`config.mk`:
```
export PLATFORM = sky130hd
export DESIGN_NAME = gnr_node_mc
export DESIGN_NICKNAME = d
export VERILOG_FILES = /design/src/rtl/gnr_pkg.sv /design/src/rtl/gnr_node_ch.sv /design/src/rtl/gnr_node_mc.sv
export SDC_FILE = /design/constraint.sdc
export NUM_CORES = 1
export LEC_CHECK = 0
export ABC_CLOCK_PERIOD_IN_PS = 1900
export CORE_ASPECT_RATIO = 0.7
export CORE_MARGIN = 2
export CORE_UTILIZATION = 30
export DETAILED_ROUTE_END_ITERATION = 7
export PLACE_DENSITY = 0.5
export SLEW_MARGIN = 25
export SYNTH_ARGS = -nofsm -noshare
export SYNTH_HDL_FRONTEND = slang
export SYNTH_HIERARCHICAL = 1
export SYNTH_SLANG_ARGS = --single-unit
export TNS_END_PERCENT = 50
```
`constraint.sdc`:
```
create_clock -name clk -period 1.9 [get_ports clk]
set_clock_uncertainty 0.05 [all_clocks]
set_input_delay 0.285 -clock clk [delete_from_list [all_inputs] [get_ports clk]]
set_output_delay 0.285 -clock clk [all_outputs]
set_load 0.02 [all_outputs]
```
`src/rtl/gnr_pkg.sv`:
```
`default_nettype none
// +----------------------------------------------------------------------------+
// | gnr_pkg                                                                    |
// | Shared defaults, action encoding and helpers for GNR network node blocks.  |
// | Revision: 1.0                                                              |
// +----------------------------------------------------------------------------+
package gnr_pkg;

    localparam int unsigned DEF_PER_W = 4;
    localparam int unsigned DEF_STB_W = 8;

    // Per-cycle action of a node channel, listed in increasing priority.
    typedef enum logic [1:0] {
        ACT_HOLD  = 2'd0,
        ACT_START = 2'd1,
        ACT_NOS   = 2'd2,
        ACT_RST   = 2'd3
    } node_act_e;

    function automatic node_act_e pri_encode(
        input logic rst_req,
        input logic nos_req,
        input logic stb_req
    );
        node_act_e act;
        act = ACT_HOLD;
        if (rst_req)      act = ACT_RST;
        else if (nos_req) act = ACT_NOS;
        else if (stb_req) act = ACT_START;
        return act;
    endfunction

    function automatic logic [31:0] sat_inc(
        input logic [31:0] val,
        input logic [31:0] max_val
    );
        return (val >= max_val) ? max_val : (val + 32'd1);
    endfunction

endpackage
`default_nettype wire

```
`src/rtl/gnr_node_ch.sv`:
```
`default_nettype none
// +----------------------------------------------------------------------------+
// | gnr_node_ch                                                                |
// | One node channel: state bit, period skip counter, update/change pulses and |
// | stability counter (present only when GNR_STABLE_DET_EN is defined).        |
// | Revision: 1.0                                                              |
// +----------------------------------------------------------------------------+
module gnr_node_ch
    import gnr_pkg::*;
#(
    parameter int unsigned PER_W     = DEF_PER_W,
    parameter int unsigned STB_W     = DEF_STB_W,
    parameter int unsigned STABLE_TH = 16
) (
    input  logic             clk,
    input  logic             rst,
    input  logic             reset_nos,
    input  logic             init_state,
    input  logic             start,
    input  logic             next_state,
    input  logic [PER_W-1:0] period,
    output logic             s,
    output logic             upd,
    output logic             changed,
    output logic             stable
);

    node_act_e        w_act;
    logic             w_take;
    logic             r_s;
    logic             r_upd;
    logic             r_changed;
    logic [PER_W-1:0] r_cnt;

    assign w_act  = pri_encode(rst, reset_nos, start);
    // cnt >= period lets a lowered period take effect on the very next strobe
    assign w_take = (r_cnt >= period);

    always_ff @(posedge clk) begin
        r_upd     <= 1'b0;
        r_changed <= 1'b0;
        if (rst) begin
            r_s   <= 1'b0;
            r_cnt <= '0;
        end else begin
            case (w_act)
                ACT_NOS: begin
                    r_s   <= init_state;
                    r_cnt <= period;
                end
                ACT_START: begin
                    if (w_take) begin
                        r_s       <= next_state;
                        r_cnt     <= '0;
                        r_upd     <= 1'b1;
                        r_changed <= (next_state != r_s);
                    end else begin
                        r_cnt <= r_cnt + PER_W'(1);
                    end
                end
                default: ;
            endcase
        end
    end

    assign s       = r_s;
    assign upd     = r_upd;
    assign changed = r_changed;

`ifdef GNR_STABLE_DET_EN
    localparam logic [31:0] STAB_MAX = 32'((64'd1 << STB_W) - 64'd1);
    localparam logic [31:0] STAB_TH  = 32'(STABLE_TH);

    logic [STB_W-1:0] r_stab_cnt;
    logic [STB_W-1:0] w_stab_nxt;
    logic             r_stable;

    // stable is derived from the next count so it rises with the qualifying upd pulse
    always_comb begin
        w_stab_nxt = r_stab_cnt;
        case (w_act)
            ACT_RST, ACT_NOS: w_stab_nxt = '0;
            ACT_START: begin
                if (w_take) begin
                    if (next_state != r_s) w_stab_nxt = '0;
                    else                   w_stab_nxt = STB_W'(sat_inc(32'(r_stab_cnt), STAB_MAX));
                end
            end
            default: ;
        endcase
    end

    always_ff @(posedge clk) begin
        if (rst) begin
            r_stab_cnt <= '0;
            r_stable   <= 1'b0;
        end else begin
            r_stab_cnt <= w_stab_nxt;
            r_stable   <= (32'(w_stab_nxt) >= STAB_TH);
        end
    end

    assign stable = r_stable;
`else
    assign stable = 1'b0;
`endif

endmodule
`default_nettype wire

```
`src/rtl/gnr_node_mc.sv`:
```
`default_nettype none
// +----------------------------------------------------------------------------+
// | gnr_node_mc                                                                |
// | Multi-channel Boolean-network node; one independent stream per channel.    |
// | Optional stability detector: define GNR_STABLE_DET_EN.                     |
// | Revision: 1.0                                                              |
// +----------------------------------------------------------------------------+
module gnr_node_mc
    import gnr_pkg::*;
#(
    parameter int unsigned NCH       = 2,
    parameter int unsigned PER_W     = DEF_PER_W,
    parameter int unsigned STB_W     = DEF_STB_W,
    parameter int unsigned STABLE_TH = 16
) (
    input  logic             clk,
    input  logic             rst,
    input  logic             reset_nos,
    input  logic [NCH-1:0]   init_state,
    input  logic [NCH-1:0]   start,
    input  logic [NCH-1:0]   next_state,
    input  logic [PER_W-1:0] period,
    output logic [NCH-1:0]   s,
    output logic [NCH-1:0]   upd,
    output logic [NCH-1:0]   changed,
    output logic [NCH-1:0]   stable
);

    for (genvar i = 0; i < NCH; i++) begin : g_ch
        gnr_node_ch #(
            .PER_W     (PER_W),
            .STB_W     (STB_W),
            .STABLE_TH (STABLE_TH)
        ) u_ch (
            .clk        (clk),
            .rst        (rst),
            .reset_nos  (reset_nos),
            .init_state (init_state[i]),
            .start      (start[i]),
            .next_state (next_state[i]),
            .period     (period),
            .s          (s[i]),
            .upd        (upd[i]),
            .changed    (changed[i]),
            .stable     (stable[i])
        );
    end

endmodule
`default_nettype wire

```
==> reports/results.tsv <==
stage	metric	value	unit
status	status	completed	
die	Horiz. Die Dim	76.6	um
timing	Max Slew Vio Count	0	
finish	layout cells sized above 1	0.238	
synth	largest area contributor in the netlist	dfxtp_1	
drt	vias per cell	4.66	
timing	WHS	450	ps
clock_network	Clk Latency, worst-skew pair	250	ps
drt	Avg WL per Cell	12.0	um
die	initial core utilization	0.313	
clock_network	Setup Buffers After CTS	0	
power	total power	0.956	mW
critical_path	Worst Reg-to-Reg Cells	6	
critical_path	critical path arrival	1950	ps
synth	Synth Cell Area	0.00111	mm2
grt	overall global routing resource usage	0.132	
synth	ranking of synthesized cells by area	dfxtp_1 25%, ha_1 16%, inv_1 8.1%, a21oi_1 4.5%, o211ai_4 3.8%	
die	Die H	54.8	um
critical_path	crit-path max FO	6	
critical_path	flop2flop setup slack	260	ps
grt	initial antenna violation count	0	
drt	DR iter-0 viols	22	
placed_design	RePlAce Congestion	0.886	
synth	Synth Net Count	155	
drt	final wirelength	2.58	mm
finish	synthesis-to-layout area growth	41.9	%
die	IO Pins	21	
timing	setup violators final	0	
timing	RSZ-0062 raised after global routing	yes	
grt	Overflow after GRT	0	
clock_network	hold_buf cts	0	
placed_design	Placed Cells	210	
synth	area share of the largest cell type after synthesis	0.253	
die	Die Area	0.00420	mm2
timing	Fmax	540	MHz
power	worst vdd ir	0.221	mV
synth	syn_area_per_cell	8.64	um2
grt	number of global-route vias before repair	945	
finish	non-filler cells, final	214	
drt	1st-pass router iterations	5	
timing	final worst slack	48.7	ps
critical_path	CP startpoint	period[3]	
clock_network	post-CTS sizing	0	
critical_path	worst-path cell chain	clkdlybuf4s50_1 -> inv_1 -> ha_4 -> o211ai_2 -> o211ai_4 -> o21bai_1 -> a32o_1	
finish	fillcell total	367	
power	Pwr Density	610	mW/mm2
critical_path	Worst Setup EP	g_ch[1].u_ch/r_cnt[2]$_SDFFE_PP0P_	
critical_path	type of the worst setup path	input pin to flip-flop	
critical_path	Critical Path End Type	flip-flop	
critical_path	Critical Path Max Stage Delay	490	ps
placed_design	PortBufs	18	
critical_path	Setup crit start kind	input pin	
critical_path	slowest cell on the critical path	clkdlybuf4s50_1	
critical_path	Worst Path Required	1990	ps
die	Core ar.	0.00354	mm2
critical_path	R2R Path End	g_ch[1].u_ch/changed$_SDFF_PP0_	
placed_design	Post-DP Area	0.00147	mm2
timing	Final Cycle Share	0.974	
timing	Final Hold Fails	0	
clock_network	Inserted Clock Buffers	3	
clock_network	H-tree Lvls	1	
synth	Post-Syn Instances	128	
worst_hold_path	worst hold path type	flip-flop to flip-flop	
clock_network	Clock Sinks	14	
critical_path	R2R Path Start	g_ch[1].u_ch/r_cnt[0]$_SDFFE_PP0P_	
run	max_cap viols	0	
grt	largest net degree at the start of global routing	9	
synth	Yosys warnings	6	
drt	antenna-violating nets left	0	
synth	share of the yosys chip area belonging to registers	0.253	
finish	ANT cells	0	
placed_design	Post-DP HPWL	2.13	mm
clock_network	clock-pin slew on the worst setup and hold paths	70	ps
clock_network	CTS tree	built	
power	Leak	0.689	nW
finish	# nets final	192	
placed_design	pre-CTS setup slack	-187	ps
clock_network	Longest Clk Path Bufs	2	
drt	DR vias	998	
drt	Remaining DRCs	0	
die	# rows	18	
finish	post-route cell area	0.00157	mm2
grt	first-pass GRT wire length	4.22	mm
synth	flops & latches, synth	14	
clock_network	clock tree root driver cell	clkbuf_8	
timing	Final min period	1850	ps
synth	Synth cell types	31	
-- how the worst min path moves through the flow --
| stage | from | endpoint | slack [ps] | cells past startpoint |
|---|---|---|---|---|
| floorplan | next_state[0] | g_ch[0].u_ch/changed$_SDFF_PP0_ | 420 | 2 |
| global placement | g_ch[0].u_ch/s$_SDFFE_PP0P_ | g_ch[0].u_ch/s$_SDFFE_PP0P_ | 430 | 2 |
| detailed placement | g_ch[1].u_ch/s$_SDFFE_PP0P_ | g_ch[1].u_ch/s$_SDFFE_PP0P_ | 430 | 2 |
| CTS | g_ch[1].u_ch/s$_SDFFE_PP0P_ | g_ch[1].u_ch/s$_SDFFE_PP0P_ | 440 | 2 |
| global route | g_ch[0].u_ch/s$_SDFFE_PP0P_ | g_ch[0].u_ch/s$_SDFFE_PP0P_ | 480 | 2 |
| finish | g_ch[1].u_ch/s$_SDFFE_PP0P_ | g_ch[1].u_ch/s$_SDFFE_PP0P_ | 450 | 2 |
-- where the power goes --
group          switching (mW)  total (mW)  internal [mW]  leakage, nW
sequential             0.0258       0.342          0.317        0.115
clock                   0.116       0.300          0.184       0.0288
combinational           0.149       0.314          0.165        0.546
-- state kept, by name, indices dropped and copies added (netlist names) --
signal,cells
g_ch.u_ch/s,2
g_ch.u_ch/r_cnt,8
g_ch.u_ch/changed,2
g_ch.u_ch/upd,2
-- final cells by class --
| cell class | instances | area (um2) | share of cell area |
|---|---|---|---|
| Timing Repair Buffer | 40 | 363 | 0.231 |
| Clock buffer | 4 | 55.1 | 0.0351 |
| Inverter | 24 | 90.1 | 0.0574 |
| Sequential cell | 14 | 280 | 0.179 |
| Tap cell | 50 | 62.6 | 0.0399 |
| Multi-Input combinational cell | 82 | 718 | 0.458 |
-- placed cells by master, fill, tap and decap left out, drive strengths merged, types with 4 or more instances in the layout --
cell,n
nor2,6
ha,14
inv,24
o22ai,6
o211ai,4
clkbuf,4
a21o,4
dfxtp,14
buf,22
clkdlybuf4s50,16
nor3b,4
o21a,4
a21oi,10
-- cell families (layout without fill, tap and decap cells) --
group / after synthesis / after routing / synth area share
other cells: 2 / 2 / 0.00679
fa+ha+maj: 14 / 14 / 0.158
compound gates: 36 / 36 / 0.269
xor+xnor: 2 / 2 / 0.0158
flops: 14 / 14 / 0.253
mux: 2 / 2 / 0.0181
buf+inv: 32 / 68 / 0.131
simple gates: 26 / 26 / 0.147
-- metrics by stage --
step	setup TNS, ps	utilization
after floorplan	0	-
after detailed placement	-1970	0.416
final	0	0.444
after global routing	-72.3	0.444
after CTS	0	0.432
after global placement	-1660	0.416
-- worst max-delay path: cells and delay by family --
kind	cells	cell delay, ps
adders and majority gates	1	280
buffers and inverters	2	580
AOI/OAI and AO/OA	4	800
-- Yosys cell counts, drive strengths merged --
cell / n
a21o: 4
a21oi: 10
a221oi: 2
a32o: 2
buf: 6
clkbuf: 2
conb: 2
dfxtp: 14
ha: 14
inv: 24
mux2i: 2
nand2: 2
nand2b: 2
nand3: 2
nand4b: 2
nor2: 6
nor2b: 2
nor3: 2
nor3b: 4
nor4b: 2
o211ai: 4
o21a: 4
o21ai: 2
o21bai: 2
o22ai: 6
or3: 2
xnor2: 2
-- layer usage --
metal	GRT usage	vias to the layer above	routed length, um	part of all wire
li1	-	512	-	-
met1	0.172	460	1350	0.53
met2	0.208	22	1100	0.43
met3	0.0165	4	80	0.031
met4	0.0939	0	41	0.016
met5	0	-	0	0
(Power assumes the default switching activity.)
==> edit (config.mk and constraints unchanged) <==
The package constant `DEF_PER_W` goes from 4 to 6.
--- a/src/rtl/gnr_pkg.sv
+++ b/src/rtl/gnr_pkg.sv
@@ -6,7 +6,7 @@
 // +----------------------------------------------------------------------------+
 package gnr_pkg;
 
-    localparam int unsigned DEF_PER_W = 4;
+    localparam int unsigned DEF_PER_W = 6;
     localparam int unsigned DEF_STB_W = 8;
 
     // Per-cycle action of a node channel, listed in increasing priority.
Ports: changed (resized period); port bits go from 21 to 23. No check against the original RTL was run, so the function may have changed too.
==> edit against the original RTL <==
Worst setup slack improved by 130 ps; register-to-register slack worse by 80 ps; synthesized cell count is 34% higher; sequential power is 30% higher; fmax is 7.6% higher; power grew 29%; first-iteration DRC count rose to 4.3 times the old value; clock power is 8.7% higher; non-clock buffer count up 9; cell area increased by 32%; largest cell class unchanged; synthesized area rose by 32%; sequential cell count increased by 4; wire length rose by 45%.
==> edit: results (changes against the original RTL) <==
- CTS root buffer: clkbuf_8
- CTS Buffer Depth: 2 (unchanged)
- Synth top area cells: dfxtp_1 (25%), ha_1 (15%), a221oi_2 (8.2%), inv_1 (6.7%), a21oi_1 (4.8%)
- Worst IR Drop VDD: 0.000358 V (+62%)
- Initial antenna violation count: 0 (unchanged)
- Final GP Congestion: 0.846 (-4.4%)
- P_leak: 0.000922 uW (+34%)
- Sequential area share after synthesis: 0.247 (-0.00597)
- Final wirelength: 3730 um (+45%)
- Synth top cells by count: inv_1 (26), dfxtp_1 (18), ha_1 (18)
- GRT Util Overall: 0.144 (+0.0121)
- Layout cells sized above 1: 0.300 (+0.0617)
- Vias in the first global route: 1363 (+44%)
- Distinct cells, synth: 37 (+19%)
- Syn Nets: 205 (+32%)
- Congestion Overflow GR: 0 (unchanged)
- First-pass GRT wire length: 6340 um (+50%)
- Hold Path Class: in2reg
- Final hold violations: 0 (unchanged)
- Grt met3 use: 0.0293 (+0.0128)
- Largest register FFs: 12 (+4)
- Final #Nets: 251 (+31%)
- Number of buffers created by CTS: 3 (unchanged)
- Status: finished, final reports clean
- Asr flop ratio synth: 0 (unchanged)
- Post-Place Cells: 268 (+28%)
- Post-DP HPWL: 2910 um (+37%)
- Drt pass-1 iters: 4 (-1)
- Most flops, register: g_ch.u_ch/r_cnt
- Antenna Cells: 0 (unchanged)
- H-tree Lvls: 1 (unchanged)
- Clock Pin Slew Worst Setup and Hold Paths: 80 ps
- Syn Area/Cell: 8.47 sq um (-2.0%)
- Ys Warns: 6 (unchanged)
- Vias per std cell: 5.08 (+8.9%)
- WL per Instance: 13.6 um (+13%)
- Port-buffer cells: 20 (+2)
- GR Layer Usage met2: 0.209 (+0.00132)
- Arrival time at the worst endpoint: 1850 ps (-100 ps)
- Later-pin clock latency in the skew report: 260 ps
- Met1 Track Usage GR: 0.216 (+0.0436)
- Max FO, Critical Path: 6 (unchanged)
- Initial drt markers: 94 (+330%)
- Largest net degree at the start of global routing: 12 (+3)
-- edit: cell count changes in the layout (fill, tap and decap cells not counted), moves of 4 or more --
| cell | before | now |
|---|---|---|
| o21a_1 | 4 | 0 |
| dfxtp_1 | 14 | 18 |
| buf_4 | 21 | 29 |
| a21oi_2 | 0 | 4 |
| nand2_1 | 2 | 7 |
| nand3_1 | 2 | 10 |
| nand4_1 | 0 | 4 |
| o22ai_1 | 6 | 2 |
| clkdlybuf4s50_1 | 16 | 12 |
| or2_2 | 0 | 4 |
| a221oi_2 | 2 | 8 |
-- edit: report_power, final --
part | switching [uW] | total [uW] | internal (uW)
clock network | 142 | 326 | 184
logic | 228 | 467 | 239
registers | 34.7 | 443 | 408
-- edit: timing repair --
action                                  CTS  global route
pin swaps                                 2            11
endpoints found under the hold margin     0             0
resized for setup                        13            10
endpoints found under the setup margin   11            14
setup buffers                             1             1
-- edit: worst paths after layout --
path         slack (ps)  cells after the start                   from                     to
max reg2reg         180                      7  g_ch[0].u_ch/r_cnt[0]  g_ch[0].u_ch/r_cnt[2]
min                 450                      4              period[4]  g_ch[0].u_ch/r_cnt[4]
max                 180                      7  g_ch[0].u_ch/r_cnt[0]  g_ch[0].u_ch/r_cnt[2]
min reg2reg         470                      2  g_ch[1].u_ch/r_cnt[5]  g_ch[1].u_ch/r_cnt[5]
-- edit: critical path, stage by stage, from the launching register on --
cell and delay [ps]:
dfxtp_1 330, inv_1 60, ha_1 270, nand2b_4 150, a21oi_4 170, o221a_4 260, nand3_1 130, a221oi_2 220
-- edit: kinds of logic (layout without fill, tap and decap cells) --
| logic type | count (synthesis) | after routing | synth area share |
|---|---|---|---|
| buffers and inverters | 34 | 79 | 0.0962 |
| and+or+nand+nor | 50 | 50 | 0.194 |
| other | 2 | 2 | 0.00516 |
| xor gates and xnor gates | 4 | 4 | 0.0241 |
| DFF | 18 | 18 | 0.247 |
| adders and majority gates | 18 | 18 | 0.155 |
| AOI/OAI and AO/OA | 46 | 46 | 0.278 |
-- edit: final cells by class --
class	count	area [sq um]
Fill cell	459	2660
Sequential cell	18	360
Timing Repair Buffer	49	427
Tap cell	57	71.3
Inverter	26	101
Multi-Input combinational cell	120	1050
Clock buffer	4	55.1
-- edit: metrics by stage --
step	worst slack, ps	TNS [ps]	cell area [sq um]	util	total power [uW]
2_1_floorplan	-30.6	-30.6	1460	-	703
3_3_place_gp	-336	-4470	1890	0.399	862
3_5_place_dp	-383	-4910	1890	0.399	867
4_1_cts	10.7	0	2020	0.426	1230
5_1_grt	78.9	0	2070	0.437	1310
6_report	180	0	2070	0.437	1240
-- edit: per-layer routing --
metal / up-vias / wire length (um)
li1: 704 / -
met1: 637 / 1920
met2: 47 / 1520
met3: 4 / 249
met4: 0 / 43
met5: - / 0
